$ cat src/rtl/riscv_pkg.sv
// Shared RV32I definitions: datapath width, fetch FSM states, NOP encoding
// and the major opcodes used by fetch and control.
package riscv_pkg;

  localparam int unsigned XLEN = 32;

  localparam logic [XLEN-1:0] NOP_INST = 32'h0000_0013;

  localparam logic [6:0] OPC_LUI    = 7'b0110111;
  localparam logic [6:0] OPC_AUIPC  = 7'b0010111;
  localparam logic [6:0] OPC_JAL    = 7'b1101111;
  localparam logic [6:0] OPC_JALR   = 7'b1100111;
  localparam logic [6:0] OPC_BRANCH = 7'b1100011;
  localparam logic [6:0] OPC_LOAD   = 7'b0000011;
  localparam logic [6:0] OPC_STORE  = 7'b0100011;
  localparam logic [6:0] OPC_OPIMM  = 7'b0010011;
  localparam logic [6:0] OPC_OP     = 7'b0110011;

  typedef enum logic [1:0] {
    S_REQ,
    S_WAIT,
    S_FULL,
    S_DROP
  } fetch_state_t;

  function automatic logic [XLEN-1:0] pc_plus4(input logic [XLEN-1:0] pc);
    return pc + 32'd4;
  endfunction

endpackage

$ cat src/rtl/branch_resolve.sv
// Combinational redirect decision and target computation; kept standalone so
// the redirect point can later move to EX without touching fetch.
module branch_resolve
  import riscv_pkg::*;
(
  input  logic            i_branch_eq,
  input  logic            i_branch_ne,
  input  logic            i_branch_lt,
  input  logic            i_jump,
  input  logic            i_alu_zero,
  input  logic            i_alu_lt,
  input  logic [XLEN-1:0] i_branch_pc,
  input  logic [XLEN-1:0] i_imm,
  output logic            o_redirect,
  output logic [XLEN-1:0] o_target
);

  logic [XLEN-1:0] w_sum;

  assign o_redirect = i_jump
                    | (i_branch_eq & i_alu_zero)
                    | (i_branch_ne & ~i_alu_zero)
                    | (i_branch_lt & i_alu_lt);

  assign w_sum    = i_branch_pc + i_imm;
  assign o_target = {w_sum[XLEN-1:1], 1'b0};

endmodule

$ cat src/rtl/fetch_stage.sv
// RV32I instruction fetch: owns the PC, issues one outstanding imem request at
// a time, and feeds an IF/ID register backed by a one-entry skid buffer.
module fetch_stage
  import riscv_pkg::*;
#(
  parameter logic [XLEN-1:0] RESET_PC = 32'h0000_0000
) (
  input  logic            clk,
  input  logic            rst,
  input  logic            stall,
  input  logic            branch_eq,
  input  logic            branch_ne,
  input  logic            branch_lt,
  input  logic            jump,
  input  logic            alu_zero,
  input  logic            alu_lt,
  input  logic [XLEN-1:0] branch_pc,
  input  logic [XLEN-1:0] imm,
  output logic            imem_req,
  output logic [XLEN-1:0] imem_addr,
  input  logic            imem_ready,
  input  logic [XLEN-1:0] imem_rdata,
  output logic            if_valid,
  output logic [XLEN-1:0] if_inst,
  output logic [XLEN-1:0] if_pc,
  output logic [XLEN-1:0] if_pc4
);

  fetch_state_t    r_state, w_state_nxt;
  logic [XLEN-1:0] r_pc, w_pc_nxt;
  logic            r_skid_valid, w_skid_valid_nxt;
  logic [XLEN-1:0] r_skid_inst, w_skid_inst_nxt;
  logic            r_if_valid, w_if_valid_nxt;
  logic [XLEN-1:0] r_if_inst, w_if_inst_nxt;
  logic [XLEN-1:0] r_if_pc, w_if_pc_nxt;

  logic            w_redirect;
  logic [XLEN-1:0] w_target;
  logic            w_free;
  logic            w_load;
  logic [XLEN-1:0] w_load_inst;

  branch_resolve u_branch_resolve (
    .i_branch_eq (branch_eq),
    .i_branch_ne (branch_ne),
    .i_branch_lt (branch_lt),
    .i_jump      (jump),
    .i_alu_zero  (alu_zero),
    .i_alu_lt    (alu_lt),
    .i_branch_pc (branch_pc),
    .i_imm       (imm),
    .o_redirect  (w_redirect),
    .o_target    (w_target)
  );

  assign w_free = ~r_if_valid | ~stall;

  always_comb begin
    w_state_nxt      = r_state;
    w_pc_nxt         = r_pc;
    w_skid_valid_nxt = r_skid_valid;
    w_skid_inst_nxt  = r_skid_inst;
    w_load           = 1'b0;
    w_load_inst      = r_skid_inst;

    case (r_state)
      S_REQ:  w_state_nxt = S_WAIT;
      S_WAIT: begin
        if (imem_ready) begin
          if (w_free) begin
            w_load      = 1'b1;
            w_load_inst = imem_rdata;
            w_pc_nxt    = pc_plus4(r_pc);
            w_state_nxt = S_REQ;
          end else begin
            w_skid_valid_nxt = 1'b1;
            w_skid_inst_nxt  = imem_rdata;
            w_state_nxt      = S_FULL;
          end
        end
      end
      S_FULL: begin
        if (!stall && r_skid_valid) begin
          w_load           = 1'b1;
          w_load_inst      = r_skid_inst;
          w_skid_valid_nxt = 1'b0;
          w_pc_nxt         = pc_plus4(r_pc);
          w_state_nxt      = S_REQ;
        end
      end
      S_DROP: begin
        if (imem_ready) w_state_nxt = S_REQ;
      end
      default: w_state_nxt = S_REQ;
    endcase

    // Redirect overrides whatever the state logic decided above; only a
    // request still in flight needs the S_DROP detour.
    if (w_redirect) begin
      w_load           = 1'b0;
      w_pc_nxt         = w_target;
      w_skid_valid_nxt = 1'b0;
      if (r_state == S_REQ || (r_state == S_WAIT && !imem_ready))
        w_state_nxt = S_DROP;
      else
        w_state_nxt = S_REQ;
    end
  end

  always_comb begin
    w_if_valid_nxt = r_if_valid;
    w_if_inst_nxt  = r_if_inst;
    w_if_pc_nxt    = r_if_pc;
    if (w_redirect) begin
      w_if_valid_nxt = 1'b0;
    end else if (w_load) begin
      w_if_valid_nxt = 1'b1;
      w_if_inst_nxt  = w_load_inst;
      w_if_pc_nxt    = r_pc;
    end else if (!stall) begin
      w_if_valid_nxt = 1'b0;
    end
  end

  always_ff @(posedge clk) begin
    if (rst) begin
      r_state      <= S_REQ;
      r_pc         <= RESET_PC;
      r_skid_valid <= 1'b0;
      r_skid_inst  <= NOP_INST;
      r_if_valid   <= 1'b0;
      r_if_inst    <= NOP_INST;
      r_if_pc      <= '0;
    end else begin
      r_state      <= w_state_nxt;
      r_pc         <= w_pc_nxt;
      r_skid_valid <= w_skid_valid_nxt;
      r_skid_inst  <= w_skid_inst_nxt;
      r_if_valid   <= w_if_valid_nxt;
      r_if_inst    <= w_if_inst_nxt;
      r_if_pc      <= w_if_pc_nxt;
    end
  end

  assign imem_req  = (r_state == S_REQ) & ~rst;
  assign imem_addr = r_pc;
  assign if_valid  = r_if_valid;
  assign if_inst   = r_if_inst;
  assign if_pc     = r_if_pc;
  assign if_pc4    = pc_plus4(r_if_pc);

endmodule

$ cat config.mk
export PLATFORM = sky130hd
export DESIGN_NAME = fetch_stage
export DESIGN_NICKNAME = d
export VERILOG_FILES = /design/src/rtl/riscv_pkg.sv /design/src/rtl/branch_resolve.sv /design/src/rtl/fetch_stage.sv
export SDC_FILE = /design/constraint.sdc
export NUM_CORES = 1
export LEC_CHECK = 0
export BUFFER_PORTS_ARGS = -buffer_cell sky130_fd_sc_hd__buf_2
export CAP_MARGIN = 40
export CORE_MARGIN = 5
export CORE_UTILIZATION = 40
export CTS_CLUSTER_DIAMETER = 100
export CTS_CLUSTER_SIZE = 24
export DETAILED_ROUTE_END_ITERATION = 10
export PLACE_DENSITY = 0.67
export SLEW_MARGIN = 20
export SYNTH_ARGS = -nofsm -noshare
export SYNTH_HDL_FRONTEND = slang
export SYNTH_SLANG_ARGS = --single-unit
$ cat constraint.sdc
create_clock -name clk -period 2.3 [get_ports clk]
set_input_delay 0.23 -clock clk [delete_from_list [all_inputs] [get_ports clk]]
set_output_delay 0.23 -clock clk [all_outputs]
set_load 0.05 [all_outputs]
==> results.cfg, run 1 <==
[grt]
antenna_found_initial = 0
grt-ovfl-total = 0
grt_max_degree = 96
grt_pass1_wl_um = 36000
grt_pass1_vias = 7273
grt_use_total_pct = 19.7

[cts]
cts_hold_buf = 0
cts.reportedPaths.clkPinSlew_ns = 0.06
cts-htree-levels = 4
cts_tree = built
cts_root_buf = clkbuf_16
clk_latency_ns = 0.42
ctsLongestPathBuffers = 2
cts_inserted_buffers = 17
cts.sinks = 130

[synthesis]
synth_xor_area_share_pct = 9.09
synth-adder-area-share_pct = 6.10
synth_compound_area_share_pct = 19.2
yosysWarnings = 0
synthCells = 968
avgSynthCellArea_um2 = 7.97
syn_area_um2 = 7710
async_flop_share_pct = 0
ys_ff_latch = 130
ys.flop_type = dfxtp_1
ys_seq_area_share_pct = 33.7
synth_edf_count = 0
ys_types = 62
synthSimpleGateAreaFrac_pct = 23.6
synth_mux_area_share_pct = 4.41
synth_top_family_by_area = simple AND/OR/NAND/NOR gates

[critical_path]
cp_slowest_cell = dfxtp_4
crit_path_max_fanout = 4
cp.arrival_ns = 2.35
crit_type = reg2out
end_kind = output pin
cp_common_cell = and3_4
critPathBufInv = 2
worstPathCellList = and3_4 > and3_4 > nor2b_4 > and3_4 > and2b_1 > nand4_1 > buf_6 > nor2_4 > xor2_4 > buf_6
required_ns = 2.07
slowest_delay_ns = 0.34
crit_family = simple AND/OR/NAND/NOR gates
crit_path_start_kind = flop

[floorplanning]
rows = 50
dieWidth_um = 149
die_y_um = 149
boundaryPins = 236
dieArea_um2 = 22200
core_area_um2 = 18800
start_util_pct = 41.0

[placement]
portBuffers = 232
preCtsSetupSlack_ns = -0.272
gp_congestion = 0.886
dp_hpwl_um = 17200

[detailed_routing]
first_iter_violations = 379
drt-total-wl_um = 22600
drcViolationCount = 0
avgViaCountPerCell = 5.01
num_vias = 7695
wl_per_cell_um = 14.7
first_pass_iters = 6
ant_nets = 0

[cells_and_area]
syn_to_final_growth_pct = 39.7
layout.nets = 1407
post_route_cells_drive_above_1_share_pct = 33.9
diodes = 0
utilization_pct = 57.2

[timing]
finClkSkew_ns = 0.00915
min_period_over_period_pct = 112
worst_slack_ns = -0.283
finalSetupViolCount = 8
fin_hold_ws_ns = 0.0467
drv_slew = 0
period_minus_slack_ns = 2.58
tns_ns = -1.90
finalHoldViolations = 0
max_clock_freq_mhz = 387
rsz0062_at_grt = yes

[run_status]
violations = negative setup slack
status = finished with violations

[job]
max_cap_viol_count = 0

[power_and_ir_drop]
powerDensity_nw_per_um2 = 622
peakVddDrop_mv = 0.337
leakagePower_nw = 4.63

[min_path]
worstHoldPathType = in2reg
-- worst min-delay path, stage by stage --
cell      delay [ns]
buf_2           0.08
nand2_1         0.04
nand3b_1        0.07
-- layout by cell type, fill, tap and decap left out, types with 11 or more instances in the layout --
| master | count |
|---|---|
| buf_2 | 216 |
| nand2_1 | 171 |
| dfxtp_1 | 117 |
| buf_4 | 96 |
| a21oi_1 | 90 |
| nor2_1 | 81 |
| a211oi_1 | 48 |
| xnor2_1 | 42 |
| ha_1 | 35 |
| mux2i_1 | 34 |
| nand3_1 | 26 |
| xor2_1 | 26 |
| nand4_1 | 21 |
| o21ai_0 | 17 |
| clkbuf_16 | 17 |
| buf_6 | 16 |
| a21o_1 | 15 |
| and3_1 | 14 |
| inv_1 | 13 |
| and2_1 | 12 |
| nor3_1 | 11 |
-- synthesized netlist by cell type (6+ instances only) --
cell type,number,share of area (%)
dfxtp_1,130,34
o21ai_0,17,1.1
inv_1,13,0.63
xnor2_1,51,5.8
a211oi_1,50,4.9
and3_1,17,1.4
nand3b_1,6,0.58
mux2i_1,34,4.4
nand2_1,173,8.4
nand4_1,21,1.7
nor3_1,12,0.78
a31oi_1,7,0.57
and2_1,12,0.97
nand3_1,32,2.1
clkbuf_1,43,2.1
ha_1,36,5.8
o21bai_1,8,0.78
a21o_1,15,1.5
nor2_1,88,4.3
xor2_1,29,3.3
a21oi_1,90,5.8
and4_1,6,0.68
-- what timing repair did --
| item | 4_1_cts | 5_1_grt |
|---|---|---|
| pin swaps | 9 | 15 |
| endpoints found under the setup margin | 18 | 60 |
| resized for setup | 38 | 16 |
| endpoints found under the hold margin | 0 | 0 |
| buffers inserted | 7 | 3 |
-- routing by layer --
metal | part of all wire [%] | up-vias | wire [µm] | GRT usage (%)
met5 | 0 | - | 0 | 0
met4 | 2.0 | 0 | 442 | 6.04
met3 | 5.5 | 28 | 1240 | 3.68
met2 | 46 | 213 | 10300 | 31.8
met1 | 47 | 3450 | 10600 | 26.9
li1 | - | 4004 | - | -
-- worst paths after layout --
check / slack [ns] / depth (start not counted) / startpoint / to
setup reg to reg: 0.14 / 11 / r_state[1] / imem_addr[25]
hold / removal: 0.05 / 3 / imem_rdata[4] / r_skid_inst[4]
hold reg to reg: 0.45 / 2 / r_skid_inst[9] / r_skid_inst[9]
setup / recovery: -0.28 / 10 / if_pc[6] / if_pc4[30]
-- logic make-up after synthesis --
group / Yosys count
AO/OA/AOI/OAI: 224
XOR/XNOR: 80
adder cells (fa/ha/maj): 37
buffers and inverters: 70
flip-flops: 130
multiplexers: 34
other: 1
AND/OR/NAND/NOR: 392
-- sequential cells by signal (all words and copies together) (netlist names) --
name,cells
if_inst,32
r_skid_inst,32
if_pc,31
r_state,2
if_valid,1
r_skid_valid,1
imem_addr,31
-- power by group --
group	switching (W)	leakage, nW	internal, W
combinational	0.00105	3.30	0.000645
clock	0.00112	0.270	0.00143
sequential	0.000108	1.06	0.00235
-- area by class of cell --
class,count,area (µm²)
Clock buffer,17,425
Clock inverter,15,138
Fill cell,1745,8060
Inverter,13,48.8
Multi-Input combinational cell,770,5150
Sequential cell,130,2630
Tap cell,260,325
Timing Repair Buffer,332,2050
-- stage by stage --
step                      std cells  power, W  cell area [µm²]
after detailed placement       1498   0.00418             9970
after global placement         1498   0.00416             9970
final                          1537   0.00669            10800
after global routing           1537   0.00702            10800
after floorplan                 970   0.00361             7970
after CTS                      1536   0.00675            10700
Note: power is estimated with default switching activity, not from simulation.
==> inputs of run 2 (changes only) <==
--- a/config.mk
+++ b/config.mk
@@ -16,4 +16,5 @@
 export SLEW_MARGIN = 20
 export SYNTH_ARGS = -nofsm -noshare
 export SYNTH_HDL_FRONTEND = slang
+export SYNTH_HIERARCHICAL = 1
 export SYNTH_SLANG_ARGS = --single-unit
==> results.cfg, run 2 <==
[detailed_routing]
drcViolationCount = 0
first_pass_iters = 4
drt-total-wl_um = 24500
first_iter_violations = 364
avgViaCountPerCell = 5.17
wl_per_cell_um = 15.3
ant_nets = 0
num_vias = 8282

[floorplanning]
rows = 52
die_y_um = 152
dieArea_um2 = 23100
start_util_pct = 40.3
dieWidth_um = 152
boundaryPins = 236
core_area_um2 = 20000

[cells_and_area]
post_route_cells_drive_above_1_share_pct = 36.6
syn_to_final_growth_pct = 41.2
regArea_um2 = 2690
utilization_pct = 56.9
mostFrequentLayoutCells = 217 x buf_2, 172 x nand2_1, 124 x buf_4
final_common_cell = buf_2
multiInputGateArea_um2 = 5430
layout.nets = 1460
fillers = 1846

[placement]
portBuffers = 235
dp_hpwl_um = 18500
gp_congestion = 0.890
preCtsSetupSlack_ns = -0.516

[critical_path]
crit_path_start_kind = flop
end_kind = output pin
worstPathCellList = and3_4 > nand3_4 > nor4_2 > buf_4 > nand4_1 > xnor2_4 > buf_6
cp_slowest_cell = dfxtp_4
slowest_delay_ns = 0.34
cp.arrival_ns = 2.10
crit_path_max_fanout = 5
crit_type = reg2out
required_ns = 2.07

[timing]
tightest_slew_ns = 0.593
finalSetupViolCount = 2
max_clock_freq_mhz = 429
min_period_over_period_pct = 101
rsz0062_at_grt = yes
fin_hold_ws_ns = 0.0487
finalHoldViolations = 0
slew_headroom_pct = 60.5
drv_slew = 0
worst_slack_ns = -0.0326
finClkSkew_ns = 0.00821
period_minus_slack_ns = 2.33

[synthesis]
ys.flop_type = dfxtp_1
async_flop_share_pct = 0
yosysWarnings = 6
ys_ff_latch = 132
synth_top_area_share_pct = 32.7
syn_area_um2 = 8070
synth_top_cell_by_area = dfxtp_1
synth_area_leaders = dfxtp_1 33%, nand2_1 8.1%, a21oi_1 6.3%
synthCells = 1008
synthTopCellsByCount = 174 x nand2_1, 132 x dfxtp_1, 101 x a21oi_1
ys_seq_area_share_pct = 32.7
synth_edf_count = 0
post-synth-top-count-cell = nand2_1
avgSynthCellArea_um2 = 8.00
ys_types = 76
syn_nets = 1151

[power_and_ir_drop]
powerDensity_nw_per_um2 = 632
leakagePower_nw = 4.81
finalPower_w = 0.00721
peakVddDrop_mv = 0.431

[cts]
clk_latency_ns = 0.42
cts_inserted_buffers = 17
cts.sinks = 132
cts.reportedPaths.clkPinSlew_ns = 0.06
cts_root_buf = clkbuf_16
cts-htree-levels = 4
ctsLongestPathBuffers = 2
cts_tree = built

[grt]
grt_pass1_vias = 7844
grt_max_degree = 51
grt_use_total_pct = 20.4
grt-ovfl-total = 0
grt_pass1_wl_um = 40000
antenna_found_initial = 1

[job]
max_cap_viol_count = 0

[min_path]
worstHoldPathType = in2reg

[run_status]
violations = negative setup slack
status = finished with violations
-- run 2: changes by cell type in the layout (fill, tap and decap cells not counted), sizes merged, moves of 5 or more --
cell / previous run / this run
buf: 331 / 357
and3: 17 / 7
a211oi: 52 / 63
a2111oi: 1 / 9
a21oi: 95 / 102
o2111ai: 0 / 11
and2: 12 / 3
nand3: 32 / 22
nor4: 1 / 6
-- run 2: metal layers --
layer / up-vias / wire [µm] / GRT usage [%]
li1: 4204 / - / -
met1: 3784 / 11400 / 28.3
met2: 262 / 11000 / 31.0
met3: 32 / 1450 / 4.55
met4: 0 / 573 / 7.71
met5: - / 0 / 0
-- run 2: worst max-delay path, delay by kind of cell (launching register included) --
family,cells,cell delay (ns)
and+or+nand+nor,4,0.78
buffers and inverters,2,0.37
DFF,1,0.34
xor gates and xnor gates,1,0.20
-- run 2: repair_timing --
action	in CTS	in global routing
resized for setup	33	51
pin swaps	6	8
hold buffers	0	0
buffers inserted	5	3
endpoints found under the setup margin	14	58
-- run 2: cell type report --
cell class,instances,area share (%)
clock inverter,12,1.34
timing repair buffer,358,19.7
multi-input combinational,786,47.7
clock buffer,20,4.01
antenna,1,0.0220
inverter,22,0.725
sequential,132,23.6
tap,270,2.96
-- run 2: final timing paths --
path                                startpoint        endpoint  slack (ns)  cells after the start
worst max register to register      r_state[1]   imem_addr[23]        0.14                      8
worst min-delay path             imem_rdata[4]  r_skid_inst[4]        0.05                      3
worst max-delay path                 if_pc[13]      if_pc4[24]       -0.03                      7
worst min register to register  r_skid_inst[8]  r_skid_inst[8]        0.45                      2
-- run 2: cells by family (layout without fill, tap and decap cells) --
| kind of cell | count (synthesis) | after routing | share of synthesized area, % |
|---|---|---|---|
| compound gates | 266 | 266 | 22.9 |
| buf+inv | 90 | 412 | 4.95 |
| mux | 36 | 36 | 4.47 |
| xor+xnor | 76 | 76 | 8.25 |
| simple gates | 370 | 370 | 20.8 |
| other cells | 1 | 2 | 0.0465 |
| flops | 132 | 132 | 32.7 |
| fa+ha+maj | 37 | 37 | 5.83 |
-- run 2: where the power goes --
part	internal [W]	switching (W)	leakage (nW)
clock network	0.00176	0.00102	0.301
registers	0.00238	0.000108	1.09
logic	0.000758	0.00118	3.43
-- run 2: per-stage QoR --
step           setup TNS, ns  area [µm²]  cells
2_1_floorplan         -0.512        8300   1008
3_3_place_gp           -3.64       10400   1560
3_5_place_dp           -5.20       10400   1560
4_1_cts               -0.188       11200   1597
5_1_grt               -0.932       11400   1601
6_report             -0.0472       11400   1601
==> inputs of run 3 (changes only) <==
--- a/config.mk
+++ b/config.mk
@@ -8,11 +8,11 @@
 export BUFFER_PORTS_ARGS = -buffer_cell sky130_fd_sc_hd__buf_2
 export CAP_MARGIN = 40
 export CORE_MARGIN = 5
-export CORE_UTILIZATION = 40
+export CORE_UTILIZATION = 48
 export CTS_CLUSTER_DIAMETER = 100
 export CTS_CLUSTER_SIZE = 24
 export DETAILED_ROUTE_END_ITERATION = 10
-export PLACE_DENSITY = 0.67
+export PLACE_DENSITY = 0.78
 export SLEW_MARGIN = 20
 export SYNTH_ARGS = -nofsm -noshare
 export SYNTH_HDL_FRONTEND = slang
==> results.cfg, run 3 (synthesized netlist as in run 2, its figures left out) <==
[placement]
portBuffers = 235
dp_hpwl_um = 18400
dp_cells = 1507
gp_congestion = 0.918

[cts]
clk_latency_ns = 0.41
cts_tree = built
cts_hold_buf = 0
cts_inserted_buffers = 17
ctsLongestPathBuffers = 2
cts.reportedPaths.clkPinSlew_ns = 0.06
cts.sinks = 132
cts_root_buf = clkbuf_16
cts-htree-levels = 4

[timing]
drv_slew = 0
rsz0062_at_grt = yes
finalSetupViolCount = 0
max_clock_freq_mhz = 439
finalHoldViolations = 0
finClkSkew_ns = 0.0112
tightest_slew_ns = 0.504
fin_hold_ws_ns = 0.0406
slew_headroom_pct = 66.1
min_period_over_period_pct = 99.1
period_minus_slack_ns = 2.28

[cells_and_area]
syn_to_final_growth_pct = 41.5
fillers = 1324
utilization_pct = 69.1
mostFrequentLayoutCells = 221 x buf_2, 173 x nand2_1, 132 x buf_4
post_route_cells_drive_above_1_share_pct = 37.4
layout.nets = 1472
final_common_cell = buf_2
instances_no_fill = 1562

[grt]
antenna_found_initial = 1
grt_use_total_pct = 24.4
grt_max_degree = 47
grt-ovfl-total = 0
grt_pass1_wl_um = 40100
grt_pass1_vias = 8224

[detailed_routing]
first_pass_iters = 5
first_iter_violations = 495
wl_per_cell_um = 16.0
num_vias = 8529
ant_nets = 0
drt-total-wl_um = 25000
avgViaCountPerCell = 5.46
drcViolationCount = 0

[critical_path]
crit_path_start_kind = input port
rrSetupSlack_ns = 0.07
timing.rr.start = r_state[0]
cp.arrival_ns = 2.59
cp_slowest_cell = a2111oi_4
r2r_end = imem_addr[23]
slowest_delay_ns = 0.36
crit_type = in2reg
required_ns = 2.61
end_kind = flop
worstPathCellList = buf_6 > and2_4 > fa_2 > a21o_1 > a2111oi_4 > o21ai_2 > a31oi_4 > nor2_2 > a41oi_2 > a31oi_1 > xor2_1 > nor2_1 > a2111oi_2
crit_path_max_fanout = 3
reg2reg_depth = 7

[power_and_ir_drop]
sequentialPowerShare_pct = 34.8
leakagePower_nw = 4.87
peakVddDrop_mv = 0.418
p_int_w = 0.00478
powerDensity_nw_per_um2 = 624
combPwrFrac_pct = 27.6
switching_power_w = 0.00235
clock_power_share_pct = 37.6
switching_share_pct = 32.9

[floorplanning]
core_area_um2 = 16500
rows = 47
dieArea_um2 = 19500
start_util_pct = 48.8
dieWidth_um = 140
die_y_um = 140
boundaryPins = 236

[min_path]
hold_path_depth = 3
min_to = r_skid_inst[0]
worstHoldPathType = in2reg
holdCritStartpoint = imem_rdata[0]

[run_status]
status = complete, no violations

[job]
max_cap_viol_count = 0
run 3: cell types whose count changed in the layout (fill, tap and decap cells not counted), moves of 2 or more:
cell       delta
buf_6         -2
buf_4         +8
dfxtp_1       -4
dfxtp_4       +4
clkinv_2      -2
buf_2         +4
inv_6         +3
a2111oi_0     -2
run 3: critical path, delay by kind of cell:
family / cells / cell delay (ns)
AO/OA/AOI/OAI: 7 / 1.48
XOR/XNOR: 1 / 0.16
adder cells (fa/ha/maj): 1 / 0.34
buffers and inverters: 1 / 0.10
AND/OR/NAND/NOR: 3 / 0.29
run 3: power groups by stage:
stage	clock network (W)	registers [W]	logic, W
2_1_floorplan	0	0.00287	0.000867
3_3_place_gp	0	0.00255	0.00185
3_5_place_dp	0	0.00255	0.00188
4_1_cts	0.00270	0.00248	0.00190
5_1_grt	0.00283	0.00250	0.00211
6_report	0.00268	0.00248	0.00197
run 3: area by class of cell:
cell class	count	area, µm²	area share [%]
Multi-Input combinational cell	786	5440	47.6
Clock inverter	13	146	1.28
Sequential cell	132	2710	23.7
Inverter	22	82.6	0.723
Tap cell	220	275	2.41
Antenna cell	1	2.50	0.0219
Timing Repair Buffer	370	2320	20.4
Clock buffer	18	439	3.85
run 3: worst max-delay path by stage:
| stage | startpoint | to | slack [ns] | cells past startpoint |
|---|---|---|---|---|
| final | branch_pc[0] | imem_addr[28] | 0.02 | 13 |
| after global routing | branch_pc[6] | imem_addr[30] | -0.13 | 12 |
| after CTS | if_pc[22] | if_pc4[31] | -0.02 | 6 |
| after detailed placement | branch_pc[0] | imem_addr[28] | -0.46 | 13 |
| after global placement | branch_pc[0] | imem_addr[28] | -0.34 | 13 |
| after floorplan | branch_pc[0] | imem_addr[28] | -0.18 | 12 |
run 3: routing by layer:
metal	track usage, %	share of wire [%]
met1	32.1	44
met2	39.8	47
met3	4.91	6.6
met4	9.08	2.9
met5	0	0
run 3: metrics by stage:
stage	setup TNS [ns]	setup WS, ns	power, W	cell area, µm²
3_3_place_gp	-3.17	-0.338	0.00440	10400
4_1_cts	-0.0499	-0.0193	0.00708	11200
6_report	0	0.0204	0.00713	11400
5_1_grt	-0.664	-0.129	0.00743	11400
3_5_place_dp	-4.49	-0.456	0.00442	10400
2_1_floorplan	-0.512	-0.183	0.00374	8300
run 3: timing repair:
item                                    4_1_cts  5_1_grt
buffers inserted                             16        7
cloned                                        0        0
pin swaps                                     9       10
resized for setup                            39       47
endpoints found under the setup margin       15       30
